==> src/rtl/wide_add_sequencer_pkg.sv <==
// Shared definitions for the chunked wide adder: FSM encoding and slice width.
package wide_add_sequencer_pkg;

  localparam int CHUNK_W = 16;

  typedef enum logic [1:0] {
    ST_IDLE = 2'd0,
    ST_RUN  = 2'd1,
    ST_DONE = 2'd2
  } state_t;

endpackage

==> src/rtl/wide_add_sequencer_fulladd16.sv <==
// 16-bit combinational full adder slice, time-shared by wide_add_sequencer.
module fulladd16 (
  output logic [15:0] sum,
  output logic        c_out,
  input  logic [15:0] a,
  input  logic [15:0] b,
  input  logic        c_in
);

  assign {c_out, sum} = {1'b0, a} + {1'b0, b} + {16'd0, c_in};

endmodule

==> src/rtl/wide_add_sequencer.sv <==
// WIDTH-bit add/subtract computed one 16-bit chunk per clock through a single fulladd16,
// with valid/ready handshakes on both the request and the result side.
//
// state   | meaning
// --------+------------------------------------------------------------
// ST_IDLE | waiting for a request; in_ready=1
// ST_RUN  | one chunk per clock, LSB chunk first, carry held in carry_q
// ST_DONE | result/c_out valid and held until out_ready
module wide_add_sequencer
  import wide_add_sequencer_pkg::*;
#(
  parameter int WIDTH = 64
) (
  input  logic             clk,
  input  logic             rst,
  input  logic             in_valid,
  output logic             in_ready,
  input  logic [WIDTH-1:0] op_a,
  input  logic [WIDTH-1:0] op_b,
  input  logic             c_in,
  input  logic             sub,
  output logic             out_valid,
  input  logic             out_ready,
  output logic [WIDTH-1:0] result,
  output logic             c_out,
  output logic             busy
);

  localparam int NCHUNK = WIDTH / CHUNK_W;
  localparam int IDX_W  = $clog2(NCHUNK) + 1;

  state_t             state_q, state_d;
  logic [IDX_W-1:0]   idx_q;
  logic               carry_q;
  logic [WIDTH-1:0]   a_q, b_q, result_q;
  logic               c_out_q;

  logic [CHUNK_W-1:0] slice_a, slice_b, slice_sum;
  logic               slice_c_out;
  logic               last_chunk;

  assign slice_a    = a_q[int'(idx_q)*CHUNK_W +: CHUNK_W];
  assign slice_b    = b_q[int'(idx_q)*CHUNK_W +: CHUNK_W];
  assign last_chunk = (idx_q == IDX_W'(NCHUNK - 1));

  fulladd16 u_slice (
    .sum   (slice_sum),
    .c_out (slice_c_out),
    .a     (slice_a),
    .b     (slice_b),
    .c_in  (carry_q)
  );

  always_ff @(posedge clk) begin
    if (rst) state_q <= ST_IDLE;
    else     state_q <= state_d;
  end

  always_comb begin
    state_d   = state_q;
    in_ready  = 1'b0;
    out_valid = 1'b0;
    busy      = 1'b1;
    case (state_q)
      ST_IDLE: begin
        in_ready = 1'b1;
        busy     = 1'b0;
        if (in_valid) state_d = ST_RUN;
      end
      ST_RUN: begin
        if (last_chunk) state_d = ST_DONE;
      end
      ST_DONE: begin
        out_valid = 1'b1;
        if (out_ready) state_d = ST_IDLE;
      end
      default: begin
        state_d = ST_IDLE;
        busy    = 1'b0;
      end
    endcase
  end

  // Subtraction is folded into the accept: B is stored inverted and the carry seeded with 1.
  always_ff @(posedge clk) begin
    if (rst) begin
      a_q      <= '0;
      b_q      <= '0;
      result_q <= '0;
      c_out_q  <= 1'b0;
      carry_q  <= 1'b0;
      idx_q    <= '0;
    end else begin
      case (state_q)
        ST_IDLE: begin
          if (in_valid) begin
            a_q     <= op_a;
            b_q     <= sub ? ~op_b : op_b;
            carry_q <= sub ? 1'b1 : c_in;
            idx_q   <= '0;
          end
        end
        ST_RUN: begin
          result_q[int'(idx_q)*CHUNK_W +: CHUNK_W] <= slice_sum;
          carry_q <= slice_c_out;
          idx_q   <= idx_q + 1'b1;
          if (last_chunk) c_out_q <= slice_c_out;
        end
        default: ;
      endcase
    end
  end

  assign result = result_q;
  assign c_out  = c_out_q;

endmodule
==> config.mk <==
export PLATFORM = sky130hd
export DESIGN_NAME = wide_add_sequencer
export DESIGN_NICKNAME = d
export VERILOG_FILES = /design/src/rtl/wide_add_sequencer_pkg.sv /design/src/rtl/wide_add_sequencer_fulladd16.sv /design/src/rtl/wide_add_sequencer.sv
export SDC_FILE = /design/constraint.sdc
export NUM_CORES = 1
export LEC_CHECK = 0
export BUFFER_PORTS_ARGS = -buffer_cell sky130_fd_sc_hd__buf_2
export CORE_MARGIN = 5
export CORE_UTILIZATION = 45
export CTS_CLUSTER_DIAMETER = 80
export DETAILED_ROUTE_END_ITERATION = 16
export PLACE_DENSITY = 0.75
export SYNTH_ARGS = -nofsm -noshare
export SYNTH_HDL_FRONTEND = slang
export SYNTH_HIERARCHICAL = 1
export SYNTH_SLANG_ARGS = --single-unit
==> constraint.sdc <==
create_clock -name clk -period 9.5 [get_ports clk]
set_clock_uncertainty 0.15 [all_clocks]
set_input_delay 0 -clock clk [delete_from_list [all_inputs] [get_ports clk]]
set_output_delay 0 -clock clk [all_outputs]
set_load 0.01 [all_outputs]
# == Word-level counts from Yosys, hierarchy flattened ==
# Index checks and enable logic that the tools add are counted.
# totals
word_cells,43
latch_bits,0
romBits,0
mem_bits_rw,0
out_inout_bits,68
ff_bits,199
mem_count,0
inputBits,134
# op_classes
n_mux,14
n_mul,0
shift,4
n_addsub,4
eq_ne,6
n_bitwise,1
n_reduce_logical,7
n_div,0
n_lt_le_gt_ge,0
# op_table
cell,n
64-bit by 8-bit indexed part select with 16-bit output,2
64-bit bitwise mux,1
64-bit 2-to-1 mux,1
64-bit inverter,1
"16-bit by 33-bit variable shift with 64-bit output, first input constant",1
16-bit by 33-bit indexed part select with 64-bit output,1
7-bit negation with 33-bit output,1
16-bit by 16-bit adder with 17-bit output,1
17-bit by 1-bit adder with 17-bit output,1
2-bit 2-to-1 mux,3
"2-bit inequality test, second input constant",3
2-bit case mux with 3 select lines,1
3-bit case mux with 2 select lines,1
2-bit AND reduction,3
1-bit 2-to-1 mux,5
"3-bit by 1-bit adder with 3-bit output, second input constant",1
"3-bit by 2-bit equality test with 1-bit output, second input constant",1
3-bit 2-to-1 mux,1
3-bit AND reduction,1
"2-bit by 1-bit equality test with 1-bit output, second input constant",1
"2-bit equality test, second input constant",1
2-bit zero test,1
1-bit case mux with 2 select lines,1
2-bit nonzero test,1
2-bit OR reduction,1

# == Depth between registers and ports, before layout ==
# depth
ltp_word,5
ltp_mapped,14
depth_no_buf,12

# == By module ==
# The synthesis kept the hierarchy.
# modules_own_cells
module,n_inst,area_per_inst_um2,seq_area_each_um2,cells_per_inst
wide_add_sequencer,1,8988.6,3983.8,967
fulladd16,1,830.8,0.0,108

# == Worst setup path after synthesis ==
# OpenSTA, ideal clock, no wires.
# synth_path
path_type,register to register
from,register idx_q[0]
to,"register result_q[46], in the netlist result[46]"
t_required_ns,9.249
period_less_slack_ns,3.767
setup_ns,0.101
path_slack_ns,5.733
path_buffers,2
arrival_ns,3.516
stages_incl_launch_ff,15
cell_sequence,dfxtp_1 > buf_6 > buf_4 > mux4_2 > and2_1 > fa_1 > fa_1 > a21oi_1 > o21ai_1 > a221oi_2 > o211ai_1 > a21oi_2 > xnor2_1 > nand3_1 > o41ai_1
# synth_via
elab_chain_cells,5
word_cells_on_any_way,8
cone_classes,add/sub (3); shift (4); mux (1)
# synth_lines
element,line,source
"start, declared",wide_add_sequencer.sv:33,logic [IDX_W-1:0] idx_q;
"start signal, assigned",wide_add_sequencer.sv:106,idx_q <= idx_q + 1'b1;
64-bit by 8-bit indexed part select with 16-bit output,wide_add_sequencer.sv:43,assign slice_b = b_q[int'(idx_q)*CHUNK_W +: CHUNK_W];
via slice_b[0],wide_add_sequencer.sv:38,"logic [CHUNK_W-1:0] slice_a, slice_b, slice_sum;"
16-bit by 16-bit adder with 17-bit output,wide_add_sequencer_fulladd16.sv:10,"assign {c_out, sum} = {1'b0, a} + {1'b0, b} + {16'd0, c_in};"
17-bit by 1-bit adder with 17-bit output,wide_add_sequencer_fulladd16.sv:10,
via slice_sum[14],wide_add_sequencer.sv:38,
16-bit by 33-bit indexed part select with 64-bit output,wide_add_sequencer.sv:104,result_q[int'(idx_q)*CHUNK_W +: CHUNK_W] <= slice_sum;
64-bit bitwise mux,wide_add_sequencer.sv:104,
"end signal, assigned by index",wide_add_sequencer.sv:104,
"end, declared",wide_add_sequencer.sv:35,"logic [WIDTH-1:0] a_q, b_q, result_q;"
# The timed path passes the listed nets, and every way through them passes these cells.
# A chain may end at the register's enable or synchronous reset.

# == Final worst setup path ==
# layout_path
from,register idx_q[0]
to,"register result_q[46], in the netlist result[46]"
# layout_via
elab_chain_cells,5
word_cells_on_any_way,8
cone_classes,add/sub (3); shift (4); mux (1)
# layout_lines
element,line,source
64-bit by 8-bit indexed part select with 16-bit output,wide_add_sequencer.sv:42,assign slice_a = a_q[int'(idx_q)*CHUNK_W +: CHUNK_W];
via slice_a[0],wide_add_sequencer.sv:38,
16-bit by 16-bit adder with 17-bit output,wide_add_sequencer_fulladd16.sv:10,
17-bit by 1-bit adder with 17-bit output,wide_add_sequencer_fulladd16.sv:10,
via slice_sum[14],wide_add_sequencer.sv:38,
16-bit by 33-bit indexed part select with 64-bit output,wide_add_sequencer.sv:104,
64-bit bitwise mux,wide_add_sequencer.sv:104,
# The timed path passes the listed nets, and every way through them passes these cells.

==> results.sh <==
export IMPL_clkSinkCount=199
export IMPL_synth_area_per_cell_um2=9.13
export IMPL_gp_congestion=0.876
export IMPL_crit_family="compound AO/OA/AOI/OAI gates"
export IMPL_cp_slowest_cell="mux4_2"
export IMPL_ioPinCount=202
export IMPL_cts_max_level=4
export IMPL_final_common_cell="nand2_1"
export IMPL_power_leakage_nw=5.43
export IMPL_grt_max_degree=128
export IMPL_max_cap_violations=0
export IMPL_fin_crit_ns=4.44
export IMPL_synth_flop_cell="dfxtp_1"
export IMPL_fp_dieW_um=158
export IMPL_cp_end_kind="register"
export IMPL_synth_seq_cells=199
export IMPL_area_delta_synth_final_pct=33.6
export IMPL_required_ns=9.68
export IMPL_core_area_um2=21700
export IMPL_path_buf_inv=1
export IMPL_cts_tree="done"
export IMPL_rsz0062_at_grt="false"
export IMPL_insertedDiodeCount=0
export IMPL_cp_max_fo=38
export IMPL_overflow=0
export IMPL_drt_total_wl_mm=30.0
export IMPL_min_period_over_period_pct=46.7
export IMPL_cp_start_kind="register"
export IMPL_cts_made_buffers=17
export IMPL_portBuffers=201
export IMPL_first_pass_iters=5
export IMPL_drt_iter0_markers=517
export IMPL_cts_hold_buf=167
export IMPL_vias_per_cell=5.51
export IMPL_path_cells="buf_4 -> mux4_2 -> and2_1 -> fa_1 -> fa_1 -> a21oi_1 -> o21ai_1 -> a221oi_2 -> o211ai_1 -> a21oi_2 -> xnor2_1 -> nand3_1 -> o41ai_1"
export IMPL_cts_resized=0
export IMPL_synthesis_nets=1235
export IMPL_antenna_found_initial=0
export IMPL_grt_pass1_vias=9159
export IMPL_hold_viol_final=0
export IMPL_layout_nets=1534
export IMPL_drc=0
export IMPL_wire_per_inst_um=18.0
export IMPL_cp_arrival_ns=4.62
export IMPL_synthArstFlopShare_pct=0
export IMPL_finalSetupTns_ns=0
export IMPL_crit_type="register to register"
export IMPL_die_h_um=158
export IMPL_cpMostUsedCell="fa_1"
export IMPL_ys_seq_area_share_pct=40.6
export IMPL_synth_cell_types=56
export IMPL_vias=9183
export IMPL_slowest_delay_ns=0.58
export IMPL_worst_pin_slew_ns=1.22
export IMPL_fin_ws_ns=5.06
export IMPL_powerDensity_nw_per_um2=219
export IMPL_setup_violations=0
export IMPL_start_util_pct=45.3
export IMPL_final_cell_mix="nand2_1, buf_2, dfxtp_1"
export IMPL_ctsRootBufferMaster="clkbuf_16"
export IMPL_synth_edf_count=0
export IMPL_drive_above_1_share_pct=20.9
export IMPL_slew_limit_headroom_pct=18.8
export IMPL_peakVddDrop_mv=0.143
export IMPL_num_rows=54
export IMPL_grt_pass1_wl_mm=47.6
export IMPL_cts_setup_buffers=0
export IMPL_synth_area_um2=9820
export IMPL_drt_antenna_violating_nets=0
export IMPL_worstHoldPathType="input port to register"
export IMPL_fmax_ghz=0.225
export IMPL_die_area_um2=24900
export IMPL_dp_worst_setup_slack_ns=5.08
export IMPL_synth_cells=1075
export IMPL_yosysWarnings=6
export IMPL_drv_slew=0
export IMPL_dpl_hpwl_mm=17.9
export IMPL_track_usage_pct=24.1
export IMPL_clock_latency_ns=0.45
export IMPL_clock_path_buffers=2
export IMPL_ff2ff_setup_slack_ns=5.06
export IMPL_path_clk_slew_ns=0.08
export IMPL_status="finished, final reports clean"
==> state kept, by name, indices dropped and copies added, names as in the netlist <==
signal / cells
a_q: 64
b_q: 64
c_out: 1
carry_q: 1
idx_q: 3
result: 64
state_q: 2
==> path summary, 6_finish.rpt <==
kind / cells after the start / from / endpoint
worst min-delay path: 4 / op_a[35] / a_q[35]
worst max-delay path: 13 / idx_q[0] / result[46]
worst min register to register: 2 / a_q[51] / a_q[51]
worst max register to register: 13 / idx_q[0] / result[46]
==> cells by family after synthesis <==
| kind of cell | Yosys count | share of synthesized area [%] |
|---|---|---|
| AOI/OAI and AO/OA | 210 | 14.7 |
| muxes | 81 | 12.3 |
| buffers and inverters | 104 | 4.74 |
| xor gates and xnor gates | 76 | 6.78 |
| adders and majority gates | 26 | 3.47 |
| DFF | 199 | 40.6 |
| and+or+nand+nor | 379 | 17.5 |
==> area by class of cell <==
| type | count | area, um2 |
|---|---|---|
| Timing Repair Buffer | 374 | 2730 |
| Multi-Input combinational cell | 772 | 5380 |
| Clock buffer | 17 | 425 |
| Fill cell | 1709 | 8570 |
| Clock inverter | 15 | 210 |
| Sequential cell | 199 | 3990 |
| Inverter | 10 | 37.5 |
| Tap cell | 280 | 350 |
==> worst min-delay path, delay by kind of cell <==
kind | cells | cell delay (ns)
simple gates | 1 | 0.05
buf+inv | 2 | 0.65
compound gates | 1 | 0.05
==> metal layers <==
layer	up-vias	share of wire [%]	GRT usage [%]
li1	4376	-	-
met1	4335	40	30.1
met2	376	49	40.6
met3	96	7.1	4.62
met4	0	3.9	10.8
met5	-	0	0
==> stage by stage <==
| step | util (%) | hold slack, ns | instances | power [W] | instance area [um2] |
|---|---|---|---|---|---|
| after detailed placement | 49.8 | 0.100 | 1468 | 0.00200 | 10800 |
| final | 60.5 | 0.191 | 1667 | 0.00287 | 13100 |
| after floorplan | - | -0.0140 | 1075 | 0.00175 | 9820 |
| after global placement | 49.8 | 0.0952 | 1468 | 0.00197 | 10800 |
| after global routing | 60.5 | 0.205 | 1667 | 0.00303 | 13100 |
| after CTS | 60.5 | 0.176 | 1667 | 0.00285 | 13100 |
==> cell usage after synthesis, types with 5 or more instances <==
master,n,area [um2]
nand3b_1,15,113
inv_1,9,33.8
nand3_1,24,120
nor2_1,73,274
ha_1,24,300
o21ai_0,6,30.0
dfxtp_1,199,3980
a21o_1,5,37.5
clkbuf_1,61,229
nand2_1,201,754
a21oi_1,79,395
o311ai_0,16,140
and2_1,36,225
mux2i_1,49,490
nand2b_1,7,43.8
a211oi_1,66,495
buf_6,5,56.3
mux4_2,32,721
xnor2_1,73,639
buf_2,21,105
o41ai_1,17,149
==> where the power goes <==
| group | total, W | internal (W) | leakage (nW) | switching [W] |
|---|---|---|---|---|
| sequential | 0.00104 | 0.000965 | 1.63 | 0.0000729 |
| clock | 0.000772 | 0.000405 | 0.305 | 0.000366 |
| combinational | 0.00106 | 0.000449 | 3.49 | 0.000608 |
| total | 0.00287 | 0.00182 | 5.43 | 0.00105 |
Note: power is estimated with default switching activity, not from simulation.
